[src/rtl/cv32e40p_fpu_pkg.sv]
// FPU shared encodings plus the NONCOMP constants: rm variants, CLASSIFY bits,
// fflags struct, per-format field widths and canonical NaNs.
package cv32e40p_fpu_pkg;

    localparam int unsigned OP_BITS        = 4;
    localparam int unsigned FP_FORMAT_BITS = 3;

    typedef enum logic [OP_BITS-1:0] {
        FMADD, FNMSUB, ADD, MUL, DIV, SQRT, SGNJ, MINMAX, CMP, CLASSIFY,
        F2F, F2I, I2F, CPKAB, CPKCD
    } operation_e;

    typedef enum logic [FP_FORMAT_BITS-1:0] {
        FP32    = 3'd0,
        FP64    = 3'd1,
        FP16    = 3'd2,
        FP8     = 3'd3,
        FP16ALT = 3'd4,
        BF16    = 3'd5
    } fp_format_e;

    localparam logic [2:0] RM_SGNJ_J  = 3'd0;
    localparam logic [2:0] RM_SGNJ_JN = 3'd1;
    localparam logic [2:0] RM_SGNJ_JX = 3'd2;
    localparam logic [2:0] RM_MIN     = 3'd0;
    localparam logic [2:0] RM_MAX     = 3'd1;
    localparam logic [2:0] RM_CMP_LE  = 3'd0;
    localparam logic [2:0] RM_CMP_LT  = 3'd1;
    localparam logic [2:0] RM_CMP_EQ  = 3'd2;

    localparam int unsigned CLS_NEG_INF  = 0;
    localparam int unsigned CLS_NEG_NORM = 1;
    localparam int unsigned CLS_NEG_SUB  = 2;
    localparam int unsigned CLS_NEG_ZERO = 3;
    localparam int unsigned CLS_POS_ZERO = 4;
    localparam int unsigned CLS_POS_SUB  = 5;
    localparam int unsigned CLS_POS_NORM = 6;
    localparam int unsigned CLS_POS_INF  = 7;
    localparam int unsigned CLS_SNAN     = 8;
    localparam int unsigned CLS_QNAN     = 9;

    typedef struct packed {
        logic nv;
        logic dz;
        logic of;
        logic uf;
        logic nx;
    } fpu_status_t;

    localparam int unsigned FP32_EXP_W    = 8;
    localparam int unsigned FP32_MAN_W    = 23;
    localparam int unsigned FP16_EXP_W    = 5;
    localparam int unsigned FP16_MAN_W    = 10;
    localparam int unsigned FP16ALT_EXP_W = 8;
    localparam int unsigned FP16ALT_MAN_W = 7;

    localparam logic [31:0] CNAN_FP32    = 32'h7FC0_0000;
    localparam logic [15:0] CNAN_FP16    = 16'h7E00;
    localparam logic [15:0] CNAN_FP16ALT = 16'h7FC0;

endpackage

[src/rtl/cv32e40p_fpu_noncomp_slice.sv]
// One-format NONCOMP datapath (SGNJ, MINMAX, CMP, CLASSIFY); purely combinational.
// Operands arrive already unboxed; illegal_o flags reserved rm or a non-NONCOMP op.
module cv32e40p_fpu_noncomp_slice
    import cv32e40p_fpu_pkg::*;
#(
    parameter int unsigned EXP_W = 8,
    parameter int unsigned MAN_W = 23
) (
    input  operation_e               op_i,
    input  logic [2:0]               rm_i,
    input  logic [EXP_W+MAN_W:0]     a_i,
    input  logic [EXP_W+MAN_W:0]     b_i,
    output logic [EXP_W+MAN_W:0]     fp_res_o,
    output logic [9:0]               int_res_o,
    output logic                     int_sel_o,
    output logic                     nv_o,
    output logic                     illegal_o
);

    localparam logic [EXP_W+MAN_W:0] CNAN = {1'b0, {EXP_W{1'b1}}, 1'b1, {(MAN_W-1){1'b0}}};

    logic               sa, sb;
    logic [EXP_W-1:0]   ea, eb;
    logic [MAN_W-1:0]   ma, mb;
    logic               a_nan, b_nan, a_snan, b_snan, a_inf, a_zero, b_zero, a_sub, a_norm;
    logic               any_nan, both_zero, a_lt_b, cmp_eq, cmp_lt;

    assign {sa, ea, ma} = a_i;
    assign {sb, eb, mb} = b_i;

    assign a_nan  = (&ea) && (|ma);
    assign b_nan  = (&eb) && (|mb);
    assign a_snan = a_nan && !ma[MAN_W-1];
    assign b_snan = b_nan && !mb[MAN_W-1];
    assign a_inf  = (&ea) && !(|ma);
    assign a_zero = !(|ea) && !(|ma);
    assign b_zero = !(|eb) && !(|mb);
    assign a_sub  = !(|ea) && (|ma);
    assign a_norm = (|ea) && !(&ea);

    assign any_nan   = a_nan || b_nan;
    assign both_zero = a_zero && b_zero;

    // Total order on non-NaN values where -0 sits below +0; CMP masks out the zero pair.
    assign a_lt_b = (sa != sb) ? sa
                  : (sa ? (a_i[EXP_W+MAN_W-1:0] > b_i[EXP_W+MAN_W-1:0])
                        : (a_i[EXP_W+MAN_W-1:0] < b_i[EXP_W+MAN_W-1:0]));
    assign cmp_eq = (a_i == b_i) || both_zero;
    assign cmp_lt = a_lt_b && !both_zero;

    always_comb begin
        fp_res_o  = '0;
        int_res_o = '0;
        int_sel_o = 1'b0;
        nv_o      = 1'b0;
        illegal_o = 1'b0;
        case (op_i)
            SGNJ: begin
                case (rm_i)
                    RM_SGNJ_J:  fp_res_o = {sb,      a_i[EXP_W+MAN_W-1:0]};
                    RM_SGNJ_JN: fp_res_o = {!sb,     a_i[EXP_W+MAN_W-1:0]};
                    RM_SGNJ_JX: fp_res_o = {sa ^ sb, a_i[EXP_W+MAN_W-1:0]};
                    default:    illegal_o = 1'b1;
                endcase
            end
            MINMAX: begin
                if (rm_i == RM_MIN || rm_i == RM_MAX) begin
                    nv_o = a_snan || b_snan;
                    if (a_nan && b_nan)                fp_res_o = CNAN;
                    else if (a_nan)                    fp_res_o = b_i;
                    else if (b_nan)                    fp_res_o = a_i;
                    else if ((rm_i == RM_MIN) == a_lt_b) fp_res_o = a_i;
                    else                               fp_res_o = b_i;
                end else begin
                    illegal_o = 1'b1;
                end
            end
            CMP: begin
                int_sel_o = 1'b1;
                case (rm_i)
                    RM_CMP_LE: begin
                        int_res_o[0] = !any_nan && (cmp_lt || cmp_eq);
                        nv_o         = any_nan;
                    end
                    RM_CMP_LT: begin
                        int_res_o[0] = !any_nan && cmp_lt;
                        nv_o         = any_nan;
                    end
                    RM_CMP_EQ: begin
                        int_res_o[0] = !any_nan && cmp_eq;
                        nv_o         = a_snan || b_snan;
                    end
                    default: illegal_o = 1'b1;
                endcase
            end
            CLASSIFY: begin
                int_sel_o                = 1'b1;
                int_res_o[CLS_NEG_INF]   = sa && a_inf;
                int_res_o[CLS_NEG_NORM]  = sa && a_norm;
                int_res_o[CLS_NEG_SUB]   = sa && a_sub;
                int_res_o[CLS_NEG_ZERO]  = sa && a_zero;
                int_res_o[CLS_POS_ZERO]  = !sa && a_zero;
                int_res_o[CLS_POS_SUB]   = !sa && a_sub;
                int_res_o[CLS_POS_NORM]  = !sa && a_norm;
                int_res_o[CLS_POS_INF]   = !sa && a_inf;
                int_res_o[CLS_SNAN]      = a_snan;
                int_res_o[CLS_QNAN]      = a_nan && !a_snan;
            end
            default: illegal_o = 1'b1;
        endcase
    end

endmodule

[src/rtl/cv32e40p_fpu_noncomp_pipe.sv]
// NONCOMP execution unit: per-format slices, fmt mux, then NUM_PIPE_REGS stages
// with valid/ready backpressure. `CV32E40P_FPU_NONCOMP_SMALLFMT_EN adds FP16/FP16ALT/BF16.
module cv32e40p_fpu_noncomp_pipe
    import cv32e40p_fpu_pkg::*;
#(
    parameter int unsigned FLEN          = 32,
    parameter int unsigned NUM_PIPE_REGS = 1,
    parameter int unsigned TAG_WIDTH     = 4
) (
    input  logic                      clk,
    input  logic                      rst_n,
    input  logic                      flush_i,
    input  logic                      in_valid_i,
    output logic                      in_ready_o,
    input  logic [OP_BITS-1:0]        op_i,
    input  logic [2:0]                rm_i,
    input  logic [FP_FORMAT_BITS-1:0] fmt_i,
    input  logic [FLEN-1:0]           operand_a_i,
    input  logic [FLEN-1:0]           operand_b_i,
    input  logic [TAG_WIDTH-1:0]      tag_i,
    output logic                      out_valid_o,
    input  logic                      out_ready_i,
    output logic [FLEN-1:0]           result_o,
    output logic [4:0]                status_o,
    output logic [TAG_WIDTH-1:0]      tag_o,
    output logic                      busy_o
);

    operation_e     op;
    logic [31:0]    a32, b32, s32_fp;
    logic [9:0]     s32_int;
    logic           s32_is, s32_nv, s32_ill;
    logic [FLEN-1:0] res_d;
    fpu_status_t    st_d;

    assign op = operation_e'(op_i);

    if (FLEN > 32) begin : g_box32
        assign a32 = (&operand_a_i[FLEN-1:32]) ? operand_a_i[31:0] : CNAN_FP32;
        assign b32 = (&operand_b_i[FLEN-1:32]) ? operand_b_i[31:0] : CNAN_FP32;
    end else begin : g_nobox32
        assign a32 = operand_a_i[31:0];
        assign b32 = operand_b_i[31:0];
    end

    cv32e40p_fpu_noncomp_slice #(.EXP_W(FP32_EXP_W), .MAN_W(FP32_MAN_W)) u_fp32 (
        .op_i(op), .rm_i(rm_i), .a_i(a32), .b_i(b32),
        .fp_res_o(s32_fp), .int_res_o(s32_int), .int_sel_o(s32_is),
        .nv_o(s32_nv), .illegal_o(s32_ill)
    );

`ifdef CV32E40P_FPU_NONCOMP_SMALLFMT_EN
    logic [15:0] a16, b16, ah, bh, s16_fp, sh_fp;
    logic [9:0]  s16_int, sh_int;
    logic        s16_is, s16_nv, s16_ill, sh_is, sh_nv, sh_ill;

    // Improperly boxed narrow operands read as that format's canonical NaN.
    assign a16 = (&operand_a_i[FLEN-1:16]) ? operand_a_i[15:0] : CNAN_FP16;
    assign b16 = (&operand_b_i[FLEN-1:16]) ? operand_b_i[15:0] : CNAN_FP16;
    assign ah  = (&operand_a_i[FLEN-1:16]) ? operand_a_i[15:0] : CNAN_FP16ALT;
    assign bh  = (&operand_b_i[FLEN-1:16]) ? operand_b_i[15:0] : CNAN_FP16ALT;

    cv32e40p_fpu_noncomp_slice #(.EXP_W(FP16_EXP_W), .MAN_W(FP16_MAN_W)) u_fp16 (
        .op_i(op), .rm_i(rm_i), .a_i(a16), .b_i(b16),
        .fp_res_o(s16_fp), .int_res_o(s16_int), .int_sel_o(s16_is),
        .nv_o(s16_nv), .illegal_o(s16_ill)
    );

    cv32e40p_fpu_noncomp_slice #(.EXP_W(FP16ALT_EXP_W), .MAN_W(FP16ALT_MAN_W)) u_fp16alt (
        .op_i(op), .rm_i(rm_i), .a_i(ah), .b_i(bh),
        .fp_res_o(sh_fp), .int_res_o(sh_int), .int_sel_o(sh_is),
        .nv_o(sh_nv), .illegal_o(sh_ill)
    );
`endif

    always_comb begin
        logic            legal, int_sel, nv;
        logic [FLEN-1:0] fp_res;
        logic [9:0]      int_res;
        legal   = 1'b0;
        int_sel = 1'b0;
        nv      = 1'b0;
        fp_res  = '1;
        int_res = '0;
        case (fmt_i)
            FP32: begin
                legal        = !s32_ill;
                fp_res[31:0] = s32_fp;
                int_res      = s32_int;
                int_sel      = s32_is;
                nv           = s32_nv;
            end
`ifdef CV32E40P_FPU_NONCOMP_SMALLFMT_EN
            FP16: begin
                legal        = !s16_ill;
                fp_res[15:0] = s16_fp;
                int_res      = s16_int;
                int_sel      = s16_is;
                nv           = s16_nv;
            end
            FP16ALT, BF16: begin
                legal        = !sh_ill;
                fp_res[15:0] = sh_fp;
                int_res      = sh_int;
                int_sel      = sh_is;
                nv           = sh_nv;
            end
`endif
            default: legal = 1'b0;
        endcase
        res_d = '0;
        st_d  = '0;
        if (!legal) begin
            st_d.nv = 1'b1;
        end else begin
            st_d.nv = nv;
            if (int_sel) res_d[9:0] = int_res;
            else         res_d      = fp_res;
        end
    end

    if (NUM_PIPE_REGS == 0) begin : g_comb
        assign in_ready_o  = out_ready_i && !flush_i;
        assign out_valid_o = in_valid_i && !flush_i;
        assign result_o    = res_d;
        assign status_o    = st_d;
        assign tag_o       = tag_i;
        assign busy_o      = 1'b0;
    end else begin : g_pipe
        localparam int N = int'(NUM_PIPE_REGS);

        logic [N-1:0]                vld_pipe, rdy;
        logic [N-1:0][FLEN-1:0]      res_q;
        logic [N-1:0][4:0]           st_q;
        logic [N-1:0][TAG_WIDTH-1:0] tag_q;

        // A stage can take new data if it is empty or everything after it drains this cycle.
        always_comb begin
            logic r;
            rdy = '0;
            r   = out_ready_i;
            for (int k = N - 1; k >= 0; k--) begin
                r      = !vld_pipe[k] || r;
                rdy[k] = r;
            end
        end

        always_ff @(posedge clk or negedge rst_n) begin
            if (!rst_n) begin
                vld_pipe <= '0;
                res_q    <= '0;
                st_q     <= '0;
                tag_q    <= '0;
            end else if (flush_i) begin
                vld_pipe <= '0;
            end else begin
                if (rdy[0]) begin
                    vld_pipe[0] <= in_valid_i;
                    res_q[0]    <= res_d;
                    st_q[0]     <= st_d;
                    tag_q[0]    <= tag_i;
                end
                for (int k = 1; k < N; k++) begin
                    if (rdy[k]) begin
                        vld_pipe[k] <= vld_pipe[k-1];
                        res_q[k]    <= res_q[k-1];
                        st_q[k]     <= st_q[k-1];
                        tag_q[k]    <= tag_q[k-1];
                    end
                end
            end
        end

        assign in_ready_o  = !flush_i && rdy[0];
        assign out_valid_o = vld_pipe[N-1];
        assign result_o    = res_q[N-1];
        assign status_o    = st_q[N-1];
        assign tag_o       = tag_q[N-1];
        assign busy_o      = |vld_pipe;
    end

endmodule
[config.mk]
export PLATFORM = sky130hd
export DESIGN_NAME = cv32e40p_fpu_noncomp_pipe
export DESIGN_NICKNAME = d
export VERILOG_FILES = /design/src/rtl/cv32e40p_fpu_pkg.sv /design/src/rtl/cv32e40p_fpu_noncomp_slice.sv /design/src/rtl/cv32e40p_fpu_noncomp_pipe.sv
export SDC_FILE = /design/constraint.sdc
export NUM_CORES = 1
export LEC_CHECK = 0
export BUFFER_PORTS_ARGS = -buffer_cell sky130_fd_sc_hd__buf_2
export CORE_UTILIZATION = 50
export DETAILED_ROUTE_END_ITERATION = 6
export MAX_ROUTING_LAYER = met4
export PLACE_DENSITY = 0.81
export SLEW_MARGIN = 25
export SYNTH_ARGS = -nofsm -noshare
export SYNTH_HDL_FRONTEND = slang
export SYNTH_SLANG_ARGS = --single-unit
[constraint.sdc]
create_clock -name clk -period 3.05 [get_ports clk]
set_clock_uncertainty 0.05 [all_clocks]
set_input_delay 0.1525 -clock clk [delete_from_list [all_inputs] [get_ports clk]]
set_output_delay 0.1525 -clock clk [all_outputs]
set_load 0.02 [all_outputs]
==> results of run 1 <==
==> placed cells by master, fill, tap and decap left out, types with 7 or more instances in the layout <==
cell      instances
nor3_1            7
a22o_2            9
ha_1             31
a21o_1           13
a21oi_1          22
nand3_1          16
nor2_1           33
buf_4             9
o211ai_1         16
and2_1           10
buf_2           122
nor4_1           14
nand2_1          44
o21ai_0           7
a221o_1           9
dfrtp_1          38
nand4_1          13
inv_1            38
==> where the power goes <==
part / switching [mW] / leakage [nW] / total [mW] / internal, mW
Sequential: 0.00514 / 0.517 / 0.519 / 0.514
Clock: 0.198 / 0.0714 / 0.547 / 0.349
Combinational: 0.208 / 1.70 / 0.334 / 0.126
Total: 0.411 / 2.29 / 1.40 / 0.989
==> metal layers <==
metal | global-route usage (%) | up-vias
li1 | - | 1734
met1 | 39.44 | 1744
met2 | 51.27 | 188
met3 | 4.847 | 35
met4 | 12.70 | 0
met5 | - | -
==> how the worst min path moves through the flow <==
stage,startpoint,end,slack [ns]
finish,tag_i[1],tag_o[1],0.006
global placement,rst_n,result_o[4],0.26
floorplan,rst_n,busy_o,-0.19
CTS,tag_i[3],tag_o[3],0.006
detailed placement,rst_n,tag_o[2],0.28
global route,tag_i[2],tag_o[2],0.02
==> logic make-up after synthesis <==
family                   synth area share (%)
other                                  0.1116
AO/OA/AOI/OAI                           26.85
AND/OR/NAND/NOR                         24.32
flip-flops                              28.31
adder cells (fa/ha/maj)                 11.55
XOR/XNOR                               0.2608
buffers and inverters                   8.305
multiplexers                           0.2980
==> synth_stat cells (2+ instances only) <==
cell type  number
o21ai_0         7
nor3_1          7
clkbuf_1        5
o211ai_1       16
a31o_2          3
o31ai_1         2
nor4_1         14
ha_1           31
a211oi_2        2
inv_1          38
a21o_1         13
nand2b_1        2
o21ai_2         2
a221o_1         9
buf_2           2
a31oi_1         6
nand3b_1        3
a21oi_1        22
dfrtp_1        38
buf_6           5
and2_1         10
o221ai_1        2
a22o_2          9
nor2b_1         3
a22o_1          3
o22ai_1         2
nor2_1         33
nand4_1        13
buf_4           5
nand3_1        16
nand2_1        44
a211oi_1        4
==> repair_timing <==
item,in CTS,in global routing
hold buffers,2,0
endpoints found under the hold margin,39,0
setup buffers,0,0
==> state kept, by name (all words and copies together) (netlist names) <==
register / cells
status_o: 1
tag_o: 4
result_o: 32
busy_o: 1
==> area by class of cell <==
type / instances / area (um^2) / area share, %
multi-input cells: 309 / 2141 / 50.79
flip-flops and latches: 38 / 950.9 / 22.56
repair buffers: 135 / 738.2 / 17.51
inverters: 39 / 146.4 / 3.473
well taps: 77 / 96.34 / 2.286
clock buffers: 6 / 82.58 / 1.959
clock inverters: 2 / 60.06 / 1.425
==> worst max-delay path, cell delays in order <==
cell,delay [ns]
buf_2,0.13
inv_1,0.07
ha_1,0.31
nand4_1,0.17
nor3_1,0.09
a211oi_1,0.37
a21oi_1,0.12
a31o_2,0.25
or3_4,0.41
a21oi_1,0.18
o21ba_1,0.37
a221o_1,0.22
==> metrics, run 1 <==
average via count per standard cell=6.107; largest fanout on the critical path=8; fraction of layout cells with a size suffix above 1=32.14%; final WL=10650 um; CTS root buf=clkbuf_8; Final Hold Slack=0.006187 ns; # setup viols final=0; height of the die=83.97 um; H-Tree Depth=2; Worst Path Required=3.23 ns; number of cells upsized or downsized after cts=0; count of filler cells inserted in the layout=584; most used flip-flop cell after synthesis=dfrtp_1; number of flip-flops and latches in the synthesized netlist=38; First-pass DRT Iterations=7; sort of element at the start of the critical path=input pin; width of the chip=83.97 um; area after detailed placement=4053 um^2; Post-Place Cells=596; residual overflow from global routing=0; remaining antenna violation count after routing=0; area share of the leading cell type in the synthesized netlist=28.31%; CTS tree=yes; clock insertion delay at the later pin of the skew report=0.29 ns; placeable core region=6422 um^2; area growth from synthesis to layout=25.47%; All-Layer GR Usage=31.58%; share of the core filled with cells=65.63%; power consumption=1.399 mW; number of distinct library cells after synthesis=62; final routed wire length divided by cell count=17.57 um; IO Pins=127; slack of the worst reg-to-reg path=0.49 ns; met2 WL post-DR=5134 um; number of buffers added on ports=122; cell types occupying the most area after synthesis=dfrtp_1 (28%), ha_1 (12%), nand2_1 (4.9%); total number of yosys warnings=0; max_slew headroom=38.94%; sequential fraction of the synthesis area=28.31%; post-detailed-route DRC marker count=20; Setup WS pre-CTS=0.1286 ns; final standard cell count with taps included and fillers excluded=606; Synth Cell Area=3359 um^2; Critical Path Sink Type=flip-flop; maximum count of clock buffers along a single path=2; number of enable flip-flop cells after synthesis=0; pin count of the biggest net entering global routing=39; Final min period=2.675 ns; leak pwr=2.286 nW; failing checks=design-rule violations; Starting Density=52.31%; vias in the first global route=3571; final weighted congestion of routability-driven global placement=0.9222; count of cells along the worst hold path=3; Avg Inst Size Synth=8.378 um^2; WL met3=744 um; Critical path origin=operand_b_i[22]; setup repair after global routing missed its margin=no; actual slew at the worst max-slew pin=0.9158 ns; number of DRC violations after detailed-routing iteration 0=233; Hold WC Path Type=input pin to flip-flop; worst ir drop on vdd=0.1939 mV; Final Cell Area=4215 um^2; final setup margin=0.3750 ns; Antenna diodes=0; antenna violations before repair=0; worst r2r path cells=9; cell accounting for the most synthesized area=dfrtp_1; top routing layer used=met4; max capacitance violation total=0; final total negative setup slack=0 ns; power density normalized to cell area=332.0 nW/um^2; capturing instance or port of the critical path=result_o[29]; detailed-route wire length on metal 1=4448 um; detailed-route via count=3701; final clock period utilization by the worst path=87.71%; start-to-end type of the worst setup path=input pin to flip-flop; ys async rst share=100.0%; data arrival time of the worst path=2.85 ns; Critical R2R Launch=busy_o; count of nets after finishing=642; post-detailed-placement half-perimeter wirelength=8454 um; highest clock rate=373.8 MHz; area of the die=7051 um^2; endpoint of the lowest-slack register-to-register path=result_o[29]; number of standard-cell rows in the floorplan=29; wire length of the first global-routing pass=17320 um; max-slew violation count=0; TritonCTS Buffers=5; Hold Fails Final Rpt=0; number of clock sinks seen by CTS=38; gate count of the mapped netlist=401; Reg clk slew, reported paths=0.08 ns; outcome=finished with violations
(Power assumes the default switching activity.)
==> inputs of run 2 (changes only) <==
- CORE_UTILIZATION: 50 -> 51
- MAX_ROUTING_LAYER: met4 -> unset
- SYNTH_HIERARCHICAL: unset -> 1
==> run 2 against run 1 <==
Against the previous run:
- the flow now finishes without violations
- critical path type unchanged
- register-to-register slack improved by 0.42 ns
- final cell count increased by 0.33%
- clock power decreased by 23%
==> metrics, run 2 <==
Final min period=2.799 ns; sort of element at the start of the critical path=input pin; final clock period utilization by the worst path=91.78%; number of distinct library cells after synthesis=64; max capacitance violation total=0; final total negative setup slack=0 ns; most used standard cells in the synthesized netlist=dfrtp_1 (38), inv_1 (34), ha_1 (31), nand3_1 (31); endpoint of the lowest-slack register-to-register path=tag_o[1]; maximum count of clock buffers along a single path=2; highest-count cells in the layout ignoring fill and taps=buf_2 (122), dfrtp_1 (38), inv_1 (34); area growth from synthesis to layout=21.94%; CTS tree=yes; First-pass DRT Iterations=5; WP buf/inv=3; H-Tree Depth=2; fraction of layout cells with a size suffix above 1=37.11%; Starting Density=53.13%; outcome=completed; most frequently used cell type in the post-synthesis netlist=dfrtp_1; number of clock sinks seen by CTS=38; final standard cell count with taps included and fillers excluded=608; Avg Inst Size Synth=9.334 um^2; Hold Fails Final Rpt=0; number of DRC violations after detailed-routing iteration 0=279; residual overflow from global routing=0; # setup viols final=0; placeable core region=6869 um^2; area of the die=7499 um^2; Worst Path Required=3.21 ns; number of cells upsized or downsized after cts=0; count of cells along the worst hold path=2; Final Hold Slack=0.03284 ns; gate count of the mapped netlist=391; ys async rst share=100.0%; post-detailed-route DRC marker count=0; cell with the largest stage delay on the worst path=a221oi_1; slack of the worst reg-to-reg path=0.91 ns; cell types occupying the most area after synthesis=dfrtp_1 (26%), o2bb2ai_2 (12%), ha_1 (11%); vias in the first global route=3528; Hold WC Path Type=input pin to flip-flop; TritonCTS Buffers=5; Post-Place Cells=598; share of the core filled with cells=64.79%; worst r2r path cells=4; largest fanout on the critical path=31; post-detailed-placement half-perimeter wirelength=8503 um; final routed wire length divided by cell count=17.79 um; actual slew at the worst max-slew pin=0.8318 ns; cell accounting for the most synthesized area=dfrtp_1; crit-path max cell delay=0.38 ns; flip-flop count of the largest register after layout=32; destination of the worst hold path=tag_o[2]; wire length of the first global-routing pass=17010 um; highest clock rate=357.2 MHz; sequential fraction of the synthesis area=26.05%; chain of cells forming the critical path=buf_2 -> ha_1 -> a211oi_1 -> nor2_1 -> o31ai_1 -> buf_4 -> nand2_1 -> a221oi_1 -> o2111ai_2 -> o21ai_4 -> buf_12 -> a22o_1 -> nand3_1 -> o2bb2ai_2; final weighted congestion of routability-driven global placement=0.9498; number of enable flip-flop cells after synthesis=0; detailed-route via count=3763; setup repair after global routing missed its margin=no; worst ir drop on vdd=0.3105 mV; remaining antenna violation count after routing=0; hold path startpoint=tag_i[2]; max_slew headroom=44.55%; clock insertion delay at the later pin of the skew report=0.28 ns; power density normalized to cell area=287.3 nW/um^2; final WL=10820 um; width of the chip=86.60 um; IO Pins=127; Critical Path Sink Type=flip-flop; most used flip-flop cell after synthesis=dfrtp_1; count of filler cells inserted in the layout=564; dominant delay contributor by cell family on the critical path=compound AO/OA/AOI/OAI gates; average via count per standard cell=6.189; count of nets after finishing=625; Synth Cell Area=3650 um^2; antenna violations before repair=0; start-to-end type of the worst setup path=input pin to flip-flop; Reg clk slew, reported paths=0.08 ns; Antenna diodes=0; area share of the leading cell type in the synthesized netlist=26.05%; Critical R2R Launch=busy_o; data arrival time of the worst path=2.96 ns; number of standard-cell rows in the floorplan=30; max-slew violation count=0; leak pwr=2.083 nW; All-Layer GR Usage=28.97%; number of buffers added on ports=122; CTS root buf=clkbuf_8; total number of yosys warnings=6; pin count of the biggest net entering global routing=39; most common cell after layout, fill and taps aside=buf_2; height of the die=86.60 um; number of flip-flops and latches in the synthesized netlist=38
run 2: cell count changes in the layout (fill, tap and decap cells not counted), moves of 9 or more:
cell       change
nand3_1       +15
o211ai_1      -16
a21o_1        -12
nor2_1        -14
a22o_1        +27
o2bb2ai_2     +30
and2_1         -9
mux2i_1        +9
nand2_1       -21
run 2: worst max-delay path by stage:
| stage | start | end | slack, ns | depth (start not counted) |
|---|---|---|---|---|
| 2_1_floorplan | operand_b_i[22] | result_o[9] | 0.55 | 13 |
| 5_1_grt | operand_b_i[22] | result_o[30] | 0.05 | 14 |
| 4_1_cts | operand_b_i[26] | result_o[30] | 0.31 | 13 |
| 3_3_place_gp | operand_b_i[22] | result_o[23] | 0.07 | 14 |
| 3_5_place_dp | operand_b_i[22] | result_o[30] | 0.02 | 14 |
| 6_report | operand_a_i[4] | result_o[30] | 0.25 | 14 |
run 2: metal layers:
layer,track usage [%],up-vias,share of wire [%],routed length [um]
li1,-,1727,-,-
met2,47.04,226,46,4963
met1,39.59,1785,44,4728
met5,0,-,0,0
met4,10.15,0,2.6,284
met3,4.095,25,7.8,840
run 2: cell families after synthesis:
group	after synthesis	synth area share, %
XOR/XNOR	2	0.4800
multiplexers	14	3.977
buffers and inverters	60	8.502
adder cells (fa/ha/maj)	31	10.63
other	1	0.1027
flip-flops	38	26.05
AO/OA/AOI/OAI	108	29.07
AND/OR/NAND/NOR	137	21.19
run 2: worst reg2reg max path: stages (launching register included):
cell and delay (ns):
dfrtp_1 0.40, nand2b_1 0.49, nand2_4 0.47, inv_2 0.27, mux2_1 0.34
run 2: final cells by class:
type                    count  area, um^2  share of cell area (%)
clock buffers               5       68.82                   1.546
multi-input cells         296        2405                   54.03
repair buffers            134       730.7                   16.42
flip-flops and latches     38       950.9                   21.37
clock inverters             3       40.04                  0.8996
inverters                  36       135.1                   3.036
well taps                  96       120.1                   2.699
run 2: timing repair:
item | in CTS | in global routing
hold endpoints to repair | 39 | 0
hold buffers | 2 | 0
buffers inserted | 0 | 0
run 2: report_power, final:
part           total [mW]  internal, mW  switching, mW
Sequential          0.515         0.511        0.00392
Clock               0.419         0.241          0.179
Combinational       0.344         0.133          0.211
run 2: stage by stage:
step                instance area [um^2]  power [mW]  worst slack [ns]
CTS                                 4451       1.280            0.3119
global route                        4451       1.335           0.04697
global placement                    4322      0.8514           0.07245
detailed placement                  4322      0.8607           0.01617
finish                              4451       1.278            0.2508
floorplan                           3661      0.7182            0.5454
==> inputs of run 3 (changes only) <==
--- a/config.mk
+++ b/config.mk
@@ -10,4 +10,5 @@
 export DETAILED_ROUTE_END_ITERATION = 6
 export PLACE_DENSITY = 0.81
+export RECOVER_POWER = 100
 export SLEW_MARGIN = 25
 export SYNTH_ARGS = -nofsm -noshare
--- a/constraint.sdc
+++ b/constraint.sdc
@@ -3,3 +3,3 @@
 set_input_delay 0.1525 -clock clk [delete_from_list [all_inputs] [get_ports clk]]
 set_output_delay 0.1525 -clock clk [all_outputs]
-set_load 0.02 [all_outputs]
+set_load 0.1 [all_outputs]
==> run 3 against run 2 <==
Against the previous run:
- the run now ends with max-capacitance violations, max-slew violations left
- via count fell by 2.4%
- largest power group unchanged
- global-route usage decreased by 0.096 points
- register-to-register slack got worse by 0.03 ns
==> metrics, run 3 (same netlist as run 2, synthesis figures left out) <==
Clock Power Share=31.1%; pin count of the biggest net entering global routing=39; switching component of the power=0.4682 mW; clock insertion delay at the later pin of the skew report=0.28 ns; Hold WC Path Type=input pin to flip-flop; start-to-end type of the worst setup path=input pin to flip-flop; final weighted congestion of routability-driven global placement=0.9685; width of the chip=86.60 um; Starting Density=53.13%; residual overflow from global routing=0; part of the total power dissipated in combinational logic=30.8%; max-slew violation count=39; placeable core region=6869 um^2; setup repair after global routing missed its margin=no; # setup viols final=0; fraction of layout cells with a size suffix above 1=26.37%; leak pwr=1.890 nW; data arrival time of the worst path=2.96 ns; remaining antenna violation count after routing=0; post-detailed-placement half-perimeter wirelength=8340 um; area growth from synthesis to layout=18.31%; IO Pins=127; max capacitance violation total=1; most common cell after layout, fill and taps aside=buf_2; First-pass DRT Iterations=5; post-detailed-route DRC marker count=0; Final min period=2.811 ns; Hold Fails Final Rpt=0; CTS root buf=clkbuf_8; vias in the first global route=3453; highest-count cells in the layout ignoring fill and taps=buf_2 (80), clkbuf_1 (42), dfrtp_1 (38); highest clock rate=355.8 MHz; sw frac=34.62%; H-Tree Depth=2; detailed-route via count=3673; final routed wire length divided by cell count=17.70 um; number of DRC violations after detailed-routing iteration 0=262; final total negative setup slack=0 ns; Final Hold Slack=0.02932 ns; failing checks=max-capacitance violations, max-slew violations; max_slew headroom=-33.48%; maximum count of clock buffers along a single path=2; TritonCTS Buffers=5; All-Layer GR Usage=28.88%; antenna violations before repair=0; final WL=10760 um; average via count per standard cell=6.041; Antenna diodes=0; Reg clk slew, reported paths=0.07 ns; sort of element at the start of the critical path=input pin; P_int=0.8843 mW; actual slew at the worst max-slew pin=2.002 ns; largest fanout on the critical path=31; number of buffers added on ports=122; sequential cell fraction of total power=38.1%; outcome=finished with violations; wire length of the first global-routing pass=16860 um; final clock period utilization by the worst path=92.16%; Worst Path Required=3.20 ns; power density normalized to cell area=313.2 nW/um^2; number of standard-cell rows in the floorplan=30; Critical Path Sink Type=flip-flop; flip-flop count of the largest register after layout=32; height of the die=86.60 um; count of nets after finishing=625; number of clock sinks seen by CTS=38; area of the die=7499 um^2; CTS tree=yes; worst ir drop on vdd=0.3922 mV
-- run 3: changes by cell type in the layout (fill, tap and decap cells not counted) --
cell / delta
buf_2: -42
clkbuf_2: +1
and4_1: +1
clkbuf_1: +42
o2bb2ai_1: +12
clkinv_2: -2
clkinvlp_4: +1
nand2_4: -1
nand2_2: +1
o2bb2ai_2: -12
and4_4: -1
-- run 3: layout make-up --
type | count | area, um^2
sequential | 38 | 950.9
inverter | 36 | 135.1
multi-input combinational | 296 | 2322
clock buffer | 6 | 72.57
fill | 620 | 2551
clock inverter | 2 | 37.54
tap | 96 | 120.1
timing repair buffer | 134 | 679.4
-- run 3: worst paths after layout --
kind	cells past startpoint	startpoint	slack [ns]	to
worst min-delay path	2	tag_i[2]	0.03	tag_o[2]
worst max-delay path	14	operand_b_i[22]	0.24	result_o[28]
max in group asynchronous	2	rst_n	0.88	result_o[23]
worst max register to register	5	busy_o	0.88	tag_o[1]
min in group asynchronous	2	rst_n	0.91	result_o[8]
worst min register to register	1	tag_o[2]	0.44	tag_o[2]
-- run 3: power by group through the flow --
stage / Sequential, mW / Clock, mW / Combinational, mW
after CTS: 0.515 / 0.430 / 0.418
final: 0.516 / 0.421 / 0.416
after floorplan: 0.584 / 0 / 0.211
after global routing: 0.516 / 0.445 / 0.447
after detailed placement: 0.525 / 0 / 0.415
after global placement: 0.525 / 0 / 0.404
-- run 3: routing by layer --
metal / GRT usage [%] / vias to the layer above / part of all wire [%]
met5: 0 / - / 0
li1: - / 1726 / -
met2: 46.32 / 200 / 46
met3: 4.381 / 34 / 7.4
met1: 39.61 / 1713 / 44
met4: 10.45 / 0 / 2.9
-- run 3: worst max-delay path, cell delays in order --
cell	delay [ns]
buf_2	0.13
inv_1	0.06
ha_1	0.31
a21oi_1	0.14
o21ai_1	0.08
a221oi_1	0.37
nand3_1	0.20
a221oi_1	0.42
o2111ai_2	0.25
o21ai_4	0.19
buf_12	0.20
a22o_1	0.20
nand3_1	0.09
o2bb2ai_1	0.17
-- run 3: what timing repair did --
action	in CTS	in global routing
hold buffers	2	0
gates resized for setup	0	0
setup buffers	0	0
endpoints found under the hold margin	39	0
-- run 3: stage by stage --
stage                     std cells  area [um^2]  worst slack, ns  power [mW]  util, %
final                           608         4318           0.2391       1.352    62.86
after global routing            608         4318          0.02810       1.409    62.86
after CTS                       608         4452           0.3218       1.364    64.81
after detailed placement        598         4322          0.02439      0.9398    62.91
after global placement          598         4322          0.05035      0.9291    62.91
after floorplan                 394         3661           0.5454      0.7949        -
